==> src/rtl/udp_transmit_fragmenter.sv <==
// Round-robin datagram source arbiter that splits each payload into IPv4 fragments,
// presenting a header descriptor per fragment followed by a registered byte stream.
module udp_transmit_fragmenter #(
    parameter int          TRANSMIT_QUE_SLOTS = 4,
    parameter int          MAX_FRAGMENT_BYTES = 1480,
    parameter logic [15:0] TIMEOUT_LIMIT      = 16'h004
) (
    input  logic                                clock,
    input  logic                                reset_n,
    input  logic [TRANSMIT_QUE_SLOTS-1:0]       enable,
    input  logic [TRANSMIT_QUE_SLOTS-1:0][15:0] payload_length,
    input  logic [TRANSMIT_QUE_SLOTS-1:0][7:0]  data,
    input  logic [TRANSMIT_QUE_SLOTS-1:0]       data_enable,
    output logic [TRANSMIT_QUE_SLOTS-1:0]       data_ready,
    output logic [TRANSMIT_QUE_SLOTS-1:0]       slot_done,
    output logic                                fragment_start,
    input  logic                                fragment_ready,
    output logic [15:0]                         ipv4_identification,
    output logic [15:0]                         ipv4_flags,
    output logic [15:0]                         fragment_length,
    output logic [7:0]                          tx_data,
    output logic                                tx_data_valid,
    output logic                                tx_data_last,
    input  logic                                tx_data_ready,
    output logic                                tx_abort
);

    localparam int                N        = TRANSMIT_QUE_SLOTS;
    localparam int                SEL_W    = $clog2(N);
    localparam logic [15:0]       MAX_LEN  = 16'(MAX_FRAGMENT_BYTES);
    localparam logic [SEL_W-1:0]  LAST_SEL = SEL_W'(N - 1);

    localparam logic [2:0] S_IDLE   = 3'd0;
    localparam logic [2:0] S_LOAD   = 3'd1;
    localparam logic [2:0] S_HEADER = 3'd2;
    localparam logic [2:0] S_STREAM = 3'd3;
    localparam logic [2:0] S_DONE   = 3'd4;

    logic [2:0]       state;
    logic [SEL_W-1:0] sel;
    logic [15:0]      id_counter;
    logic [15:0]      remaining;
    logic [12:0]      frag_offset;
    logic [15:0]      byte_count;
    logic [15:0]      idle_timer;

    logic [N-1:0]     sel_onehot;
    logic [SEL_W-1:0] next_sel;
    logic             out_accept;
    logic             issue;
    logic             idle;
    logic             timeout;
    logic             frag_end;

    function automatic logic [15:0] fragment_size(input logic [15:0] left);
        return (left > MAX_LEN) ? MAX_LEN : left;
    endfunction

    assign sel_onehot = N'(1) << sel;
    assign next_sel   = (sel == LAST_SEL) ? '0 : sel + 1'b1;
    assign out_accept = tx_data_valid && tx_data_ready;

    // A new byte may enter the output register only when it is empty or draining.
    assign issue    = (state == S_STREAM) && (!tx_data_valid || tx_data_ready)
                      && data_enable[sel] && (byte_count < fragment_length);
    assign idle     = (state == S_STREAM) && !issue && !tx_data_valid;
    assign timeout  = idle && (idle_timer == TIMEOUT_LIMIT - 16'd1);
    assign frag_end = (state == S_STREAM) && out_accept && tx_data_last;

    assign data_ready = issue ? sel_onehot : '0;

    always_ff @(posedge clock or negedge reset_n) begin
        if (!reset_n) begin
            state               <= S_IDLE;
            sel                 <= '0;
            id_counter          <= '0;
            remaining           <= '0;
            frag_offset         <= '0;
            byte_count          <= '0;
            idle_timer          <= '0;
            slot_done           <= '0;
            fragment_start      <= 1'b0;
            ipv4_identification <= '0;
            ipv4_flags          <= '0;
            fragment_length     <= '0;
            tx_data             <= '0;
            tx_data_valid       <= 1'b0;
            tx_data_last        <= 1'b0;
            tx_abort            <= 1'b0;
        end else begin
            slot_done <= '0;
            tx_abort  <= 1'b0;
            if (out_accept) begin
                tx_data_valid <= 1'b0;
                tx_data_last  <= 1'b0;
            end

            case (state)
                S_IDLE: begin
                    if (enable[sel] && payload_length[sel] != 16'd0) begin
                        remaining   <= payload_length[sel];
                        frag_offset <= '0;
                        state       <= S_LOAD;
                    end else begin
                        // Empty datagrams complete immediately without consuming an ID.
                        if (enable[sel]) slot_done <= sel_onehot;
                        sel <= next_sel;
                    end
                end

                S_LOAD: begin
                    fragment_length     <= fragment_size(remaining);
                    ipv4_flags          <= {2'b00, (remaining > MAX_LEN), frag_offset};
                    ipv4_identification <= id_counter;
                    fragment_start      <= 1'b1;
                    state               <= S_HEADER;
                end

                S_HEADER: begin
                    if (fragment_ready) begin
                        fragment_start <= 1'b0;
                        byte_count     <= '0;
                        idle_timer     <= '0;
                        state          <= S_STREAM;
                    end
                end

                S_STREAM: begin
                    if (issue) begin
                        tx_data       <= data[sel];
                        tx_data_valid <= 1'b1;
                        tx_data_last  <= (byte_count == fragment_length - 16'd1);
                        byte_count    <= byte_count + 16'd1;
                        idle_timer    <= '0;
                    end else if (idle) begin
                        idle_timer <= idle_timer + 16'd1;
                    end else begin
                        idle_timer <= '0;
                    end

                    if (timeout) begin
                        tx_abort      <= 1'b1;
                        tx_data_valid <= 1'b0;
                        tx_data_last  <= 1'b0;
                        slot_done     <= sel_onehot;
                        state         <= S_DONE;
                    end else if (frag_end) begin
                        remaining   <= remaining - fragment_length;
                        frag_offset <= frag_offset + fragment_length[15:3];
                        if (remaining == fragment_length) begin
                            slot_done <= sel_onehot;
                            state     <= S_DONE;
                        end else begin
                            state <= S_LOAD;
                        end
                    end
                end

                S_DONE: begin
                    id_counter <= id_counter + 16'd1;
                    sel        <= next_sel;
                    state      <= S_IDLE;
                end

                default: state <= S_IDLE;
            endcase
        end
    end

endmodule
==> config.mk <==
export PLATFORM = sky130hd
export DESIGN_NAME = udp_transmit_fragmenter
export DESIGN_NICKNAME = d
export VERILOG_FILES = /design/src/rtl/udp_transmit_fragmenter.sv
export SDC_FILE = /design/constraint.sdc
export NUM_CORES = 1
export LEC_CHECK = 0
export BUFFER_PORTS_ARGS = -buffer_cell sky130_fd_sc_hd__clkbuf_2
export CAP_MARGIN = 40
export CORE_AREA = 2 2 152 154
export DETAILED_ROUTE_END_ITERATION = 8
export DIE_AREA = 0 0 154 156
export SKIP_CTS_REPAIR_TIMING = 1
export SLEW_MARGIN = 10
export SYNTH_ARGS = -nofsm -noshare
export SYNTH_HDL_FRONTEND = slang
export SYNTH_SLANG_ARGS = --single-unit
export TNS_END_PERCENT = 1
==> constraint.sdc <==
create_clock -name clock -period 3.35 [get_ports clock]
set_clock_uncertainty 0.1 [all_clocks]
set_input_delay 0.5025 -clock clock [delete_from_list [all_inputs] [get_ports clock]]
set_output_delay 0.5025 -clock clock [all_outputs]
set_load 0.03 [all_outputs]
# [Word level (Yosys, flattened, before mapping)]
# Cells that the tools add are included.
[classes] order_cmp=3 n_reduce_logical=26 eq_ne=15 n_shift=1 mux=51 addsub=7
[ops] op="two-way mux 16 bit" n=9
[ops] op="case mux 16 bit (2 select lines)" n=3
[ops] op="adder 16 x 1 -> 16 bit (second input constant)" n=3
[ops] op="two-way mux 13 bit" n=3
[ops] op="binary-select mux 16 bit (select 2 bit)" n=1
[ops] op="equality test 16 bit" n=2
[ops] op="case mux 13 bit (2 select lines)" n=1
[ops] op="two-way mux 4 bit" n=6
[ops] op="binary-select mux 8 bit (select 2 bit)" n=1
[ops] op="equality test 16 x 2 -> 1 bit (second input constant)" n=1
[ops] op="greater-than comparator 16 x 11 -> 1 bit (second input constant)" n=1
[ops] op="< comparator 16 bit" n=1
[ops] op="nonzero test 16 bit" n=1
[ops] op="subtractor 16 x 1 -> 16 bit (second input constant)" n=1
[ops] op="subtractor 16 bit" n=1
[ops] op="two-way mux 3 bit" n=5
[ops] op="adder 13 bit" n=1
[ops] op="two-way mux 1 bit" n=13
[ops] op="inequality test 2 bit (second input constant)" n=6
[ops] op="case mux 3 bit (4 select lines)" n=1
[ops] op="logical AND 1 bit" n=10
[ops] op="two-way mux 8 bit" n=1
[ops] op="case mux 4 bit (2 select lines)" n=1
[ops] op="AND reduction 2 bit" n=4
[ops] op="18 further kinds" n=26
[totals] in_bits=108 word_cells=119 regBits=144 output_inout_bits=68

# [Logic depth before layout (Yosys ltp)]
[logic_depth] word_depth=11 depth_mapped=11 depth_no_buf=11

# [Worst setup path after synthesis]
# No wires, ideal clock.
[synth_path] path_type="reg-to-reg" from="reg fragment_length[1]" to="reg byte_count[12]" stages_incl_launch_ff=12 setup_time_ns=0.078 slack_ns=0.306 t_arrival_ns=2.866 required_time_ns=3.172 synth_period_minus_slack_ns=3.044 path_buffers=1 cell_sequence="dfrtp_1 -> inv_1 -> ha_1 -> nor2b_1 -> o21a_1 -> o21a_1 -> o21a_1 -> o211ai_1 -> a21oi_1 -> buf_2 -> or4_1 -> a21oi_1"
[synth_via] elab_chain_len=4
[synth_rtl] item="start: declaration" line="20" source="output logic [15:0] fragment_length,"
[synth_rtl] item="start signal: assignment" line="112" source="fragment_length <= fragment_size(remaining);"
[synth_rtl] item="< comparator 16 bit" line="65" source="&& data_enable[sel] && (byte_count < fragment_length);"
[synth_rtl] item="logical AND 1 bit" line="65"
[synth_rtl] item="inequality test 2 bit (no source line)"
[synth_rtl] item="AND reduction 3 bit (no source line)"
[synth_rtl] item="end signal: assignment" line="133" source="byte_count <= byte_count + 16'd1;"
[synth_rtl] item="end: declaration" line="44" source="logic [15:0] byte_count;"
# No other way between the ends.
# A chain may end at the register's enable or synchronous reset.

# [Final worst setup path]
[layout_path] from="reg fragment_length[1]" to="out data_ready[0]"
[layout_via] elab_chain_len=3
[layout_rtl] item="< comparator 16 bit" line="65"
[layout_rtl] item="logical AND 1 bit" line="65"
[layout_rtl] item="two-way mux 4 bit" line="70" source="assign data_ready = issue ? sel_onehot : '0;"
[layout_rtl] item="end: declaration" line="14" source="output logic [TRANSMIT_QUE_SLOTS-1:0] data_ready,"
# No other way between the ends.

==> flow_metrics.tcl <==
set metrics [dict create \
    status "complete, no violations" \
    placed_cells 1390 \
    setup_viol_count_final 0 \
    clockBufferDepth 2 \
    maxCapViolations 0 \
    grt_pass1_vias 7614 \
    antenna_found_initial 1 \
    setup_tns_ps 0 \
    initial_utilization 0.397 \
    min_path_type "in2reg" \
    dr.pass1.iters 5 \
    netlist_area_sq_um 8870 \
    ys_top_cells_by_area "dfrtp_1 41%, nand2_1 8.0%, ha_1 7.2%" \
    die_w_microns 154 \
    htreeDepth 4 \
    grt_pass1_wl_microns 41000 \
    cts.sinks 144 \
    synth_warnings 0 \
    fmax_mhz 312 \
    cts-root-buf "clkbuf_16" \
    drive_above_1_share 0.245 \
    fin_crit_ps 3200 \
    synth_seq_area_share 0.406 \
    yosys_most_used_dff "dfrtp_1" \
    clock_latency_ps 430 \
    stdcell_count 1427 \
    gr-total-overflow 0 \
    worst_hold_slack_ps 369 \
    critPathKind "reg2out" \
    finalMaxSlewViolations 0 \
    die-area_sq_um 24000 \
    power.density_nw_per_um2 781 \
    remaining_drc_errors 0 \
    synth-seq-cells 144 \
    drtIter0Drc 529 \
    rsz0062_at_grt "false" \
    crit_fanout 8 \
    drt-wirelength-per-cell_microns 17.7 \
    ir_worst_vdd_uv 435 \
    vias_per_cell 5.40 \
    totalWireLength_microns 25300 \
    yosysTopAreaCellShare 0.406 \
    core_area_sq_um 22400 \
    fillers 2105 \
    relSlewSlack 0.547 \
    leakagePower_nw 5.46 \
    avgSynthCellArea_sq_um 9.46 \
    path_clk_slew_ps 70 \
    fin_nets 1289 \
    pre_cts_slack_ps 308 \
    ioPinCount 176 \
    synth_edf_count 0 \
    setup_ws_ps 149 \
    route.vias.total 7710 \
    grt_usage 0.217 \
    synth.distinct_cells 66 \
    rows 55 \
    numCtsBuffers 17 \
    post-route-period-util 0.956 \
    finalHoldViolCount 0 \
    ant_nets 0 \
    place_congestion 0.964 \
    worst_pin_slew_ps 674 \
    setup.worst_path.end_class "output port" \
    syn2layout_area_growth_pct 21.8 \
    async_flop_share 1.00 \
    setup.worst_path.start_class "flip-flop" \
    cts_tree "done" \
    power_mw 8.44 \
    grt_max_degree 58 \
    critPathArrivalTime_ps 2600 \
    dp_hpwl_microns 19600 \
    io_buffers 173 \
    synthCells 938 \
    dieHeight_microns 156 \
    required_ps 2750 \
    yosysTopAreaCell "dfrtp_1" \
]
## layout by cell type (no fill, tap or decap), types with 9 or more instances in the layout
| master | n |
|---|---|
| xnor2_1 | 43 |
| a21oi_1 | 36 |
| inv_1 | 31 |
| buf_4 | 31 |
| nor3_1 | 15 |
| and3_1 | 14 |
| nand2_1 | 190 |
| mux4_2 | 20 |
| clkbuf_2 | 170 |
| dfrtp_1 | 140 |
| nand4_1 | 21 |
| a31oi_1 | 10 |
| nor4_1 | 10 |
| nor2b_1 | 12 |
| mux2i_1 | 9 |
| a21o_1 | 20 |
| nor2_1 | 67 |
| clkbuf_16 | 17 |
| ha_1 | 51 |
| o21ai_0 | 45 |
| nand3_1 | 27 |
| xor2_1 | 29 |
| o22ai_1 | 12 |
## logic make-up after synthesis
group | count (synthesis) | synth area share
muxes | 41 | 0.0863
adders and majority gates | 53 | 0.0764
buffers and inverters | 67 | 0.0337
DFF | 144 | 0.406
AOI/OAI and AO/OA | 169 | 0.121
xor gates and xnor gates | 72 | 0.0711
and+or+nand+nor | 391 | 0.205
other | 1 | 0.000423
## layout make-up
cell class / count / area [sq um] / share of cell area
clock buffers: 17 / 425 / 0.0394
clock inverters: 15 / 166 / 0.0154
flip-flops and latches: 144 / 3610 / 0.334
multi-input cells: 728 / 4990 / 0.462
diodes: 1 / 2.50 / 0.000232
well taps: 285 / 357 / 0.0330
repair buffers: 205 / 1130 / 0.105
inverters: 32 / 123 / 0.0114
## metrics by stage
step           instance area (sq um)   util
2_1_floorplan                   8880      -
4_1_cts                        10700  0.481
3_5_place_dp                   10200  0.454
6_report                       10800  0.483
3_3_place_gp                   10200  0.454
5_1_grt                        10800  0.483
## path summary, 6_finish.rpt
kind / from / slack [ps] / end / depth (start not counted)
worst max-delay path: fragment_length[1]$_DFFE_PN0P_ / 150 / data_ready[0] / 10
worst min-delay path: tx_data_ready / 370 / tx_data_valid$_DFF_PN0_ / 3
worst max register to register: fragment_length[14]$_DFFE_PN0P_ / 260 / byte_count[1]$_DFFE_PN0P_ / 11
worst min register to register: id_counter[15]$_DFFE_PN0P_ / 370 / id_counter[15]$_DFFE_PN0P_ / 1
max in group asynchronous: reset_n / 2000 / frag_offset[12]$_DFFE_PN0P_ / 3
min in group asynchronous: reset_n / 450 / byte_count[6]$_DFFE_PN0P_ / 2
## report_power, final
part | switching [mW] | internal [mW] | leakage, nW
sequential | 0.389 | 2.01 | 1.93
combinational | 2.40 | 1.71 | 3.25
clock | 0.865 | 1.06 | 0.282
total | 3.66 | 4.78 | 5.46
## sequential cells by signal (all words and copies together), names as in the netlist
name	count
idle_timer	16
frag_offset	13
tx_data	8
state	3
remaining	16
tx_data_valid	1
slot_done	4
ipv4_flags	14
ipv4_identification	16
sel	2
byte_count	16
fragment_start	1
tx_data_last	1
tx_abort	1
id_counter	16
fragment_length	16
## routing by layer
metal	track usage	routed length, microns
met2	0.356	11800
met4	0.0565	348
met5	0	0
met1	0.299	11600
met3	0.0369	1560
## worst max-delay path, cell delays in order, from the launching register on
cell	delay (ps)
dfrtp_2	430
inv_4	90
ha_1	230
nor2b_1	130
o21a_1	160
o21a_1	160
o21a_1	190
o211ai_1	170
buf_4	200
and3_4	210
clkbuf_4	180
## synth_stat cells, drive strengths merged, types with 6 or more instances
| master | count |
|---|---|
| and3 | 15 |
| buf | 16 |
| nor2b | 13 |
| mux4 | 26 |
| nand2 | 190 |
| or4 | 7 |
| a31oi | 10 |
| dfrtp | 144 |
| a21oi | 36 |
| nand4 | 21 |
| nor3 | 16 |
| nor4 | 11 |
| nand3 | 27 |
| o22ai | 12 |
| xnor2 | 43 |
| o21a | 8 |
| o31ai | 6 |
| inv | 32 |
| o21ai | 47 |
| nor2 | 68 |
| xor2 | 29 |
| clkbuf | 19 |
| mux2 | 6 |
| a21o | 20 |
| mux2i | 9 |
| ha | 51 |
Power figures use the tool's default switching activity.
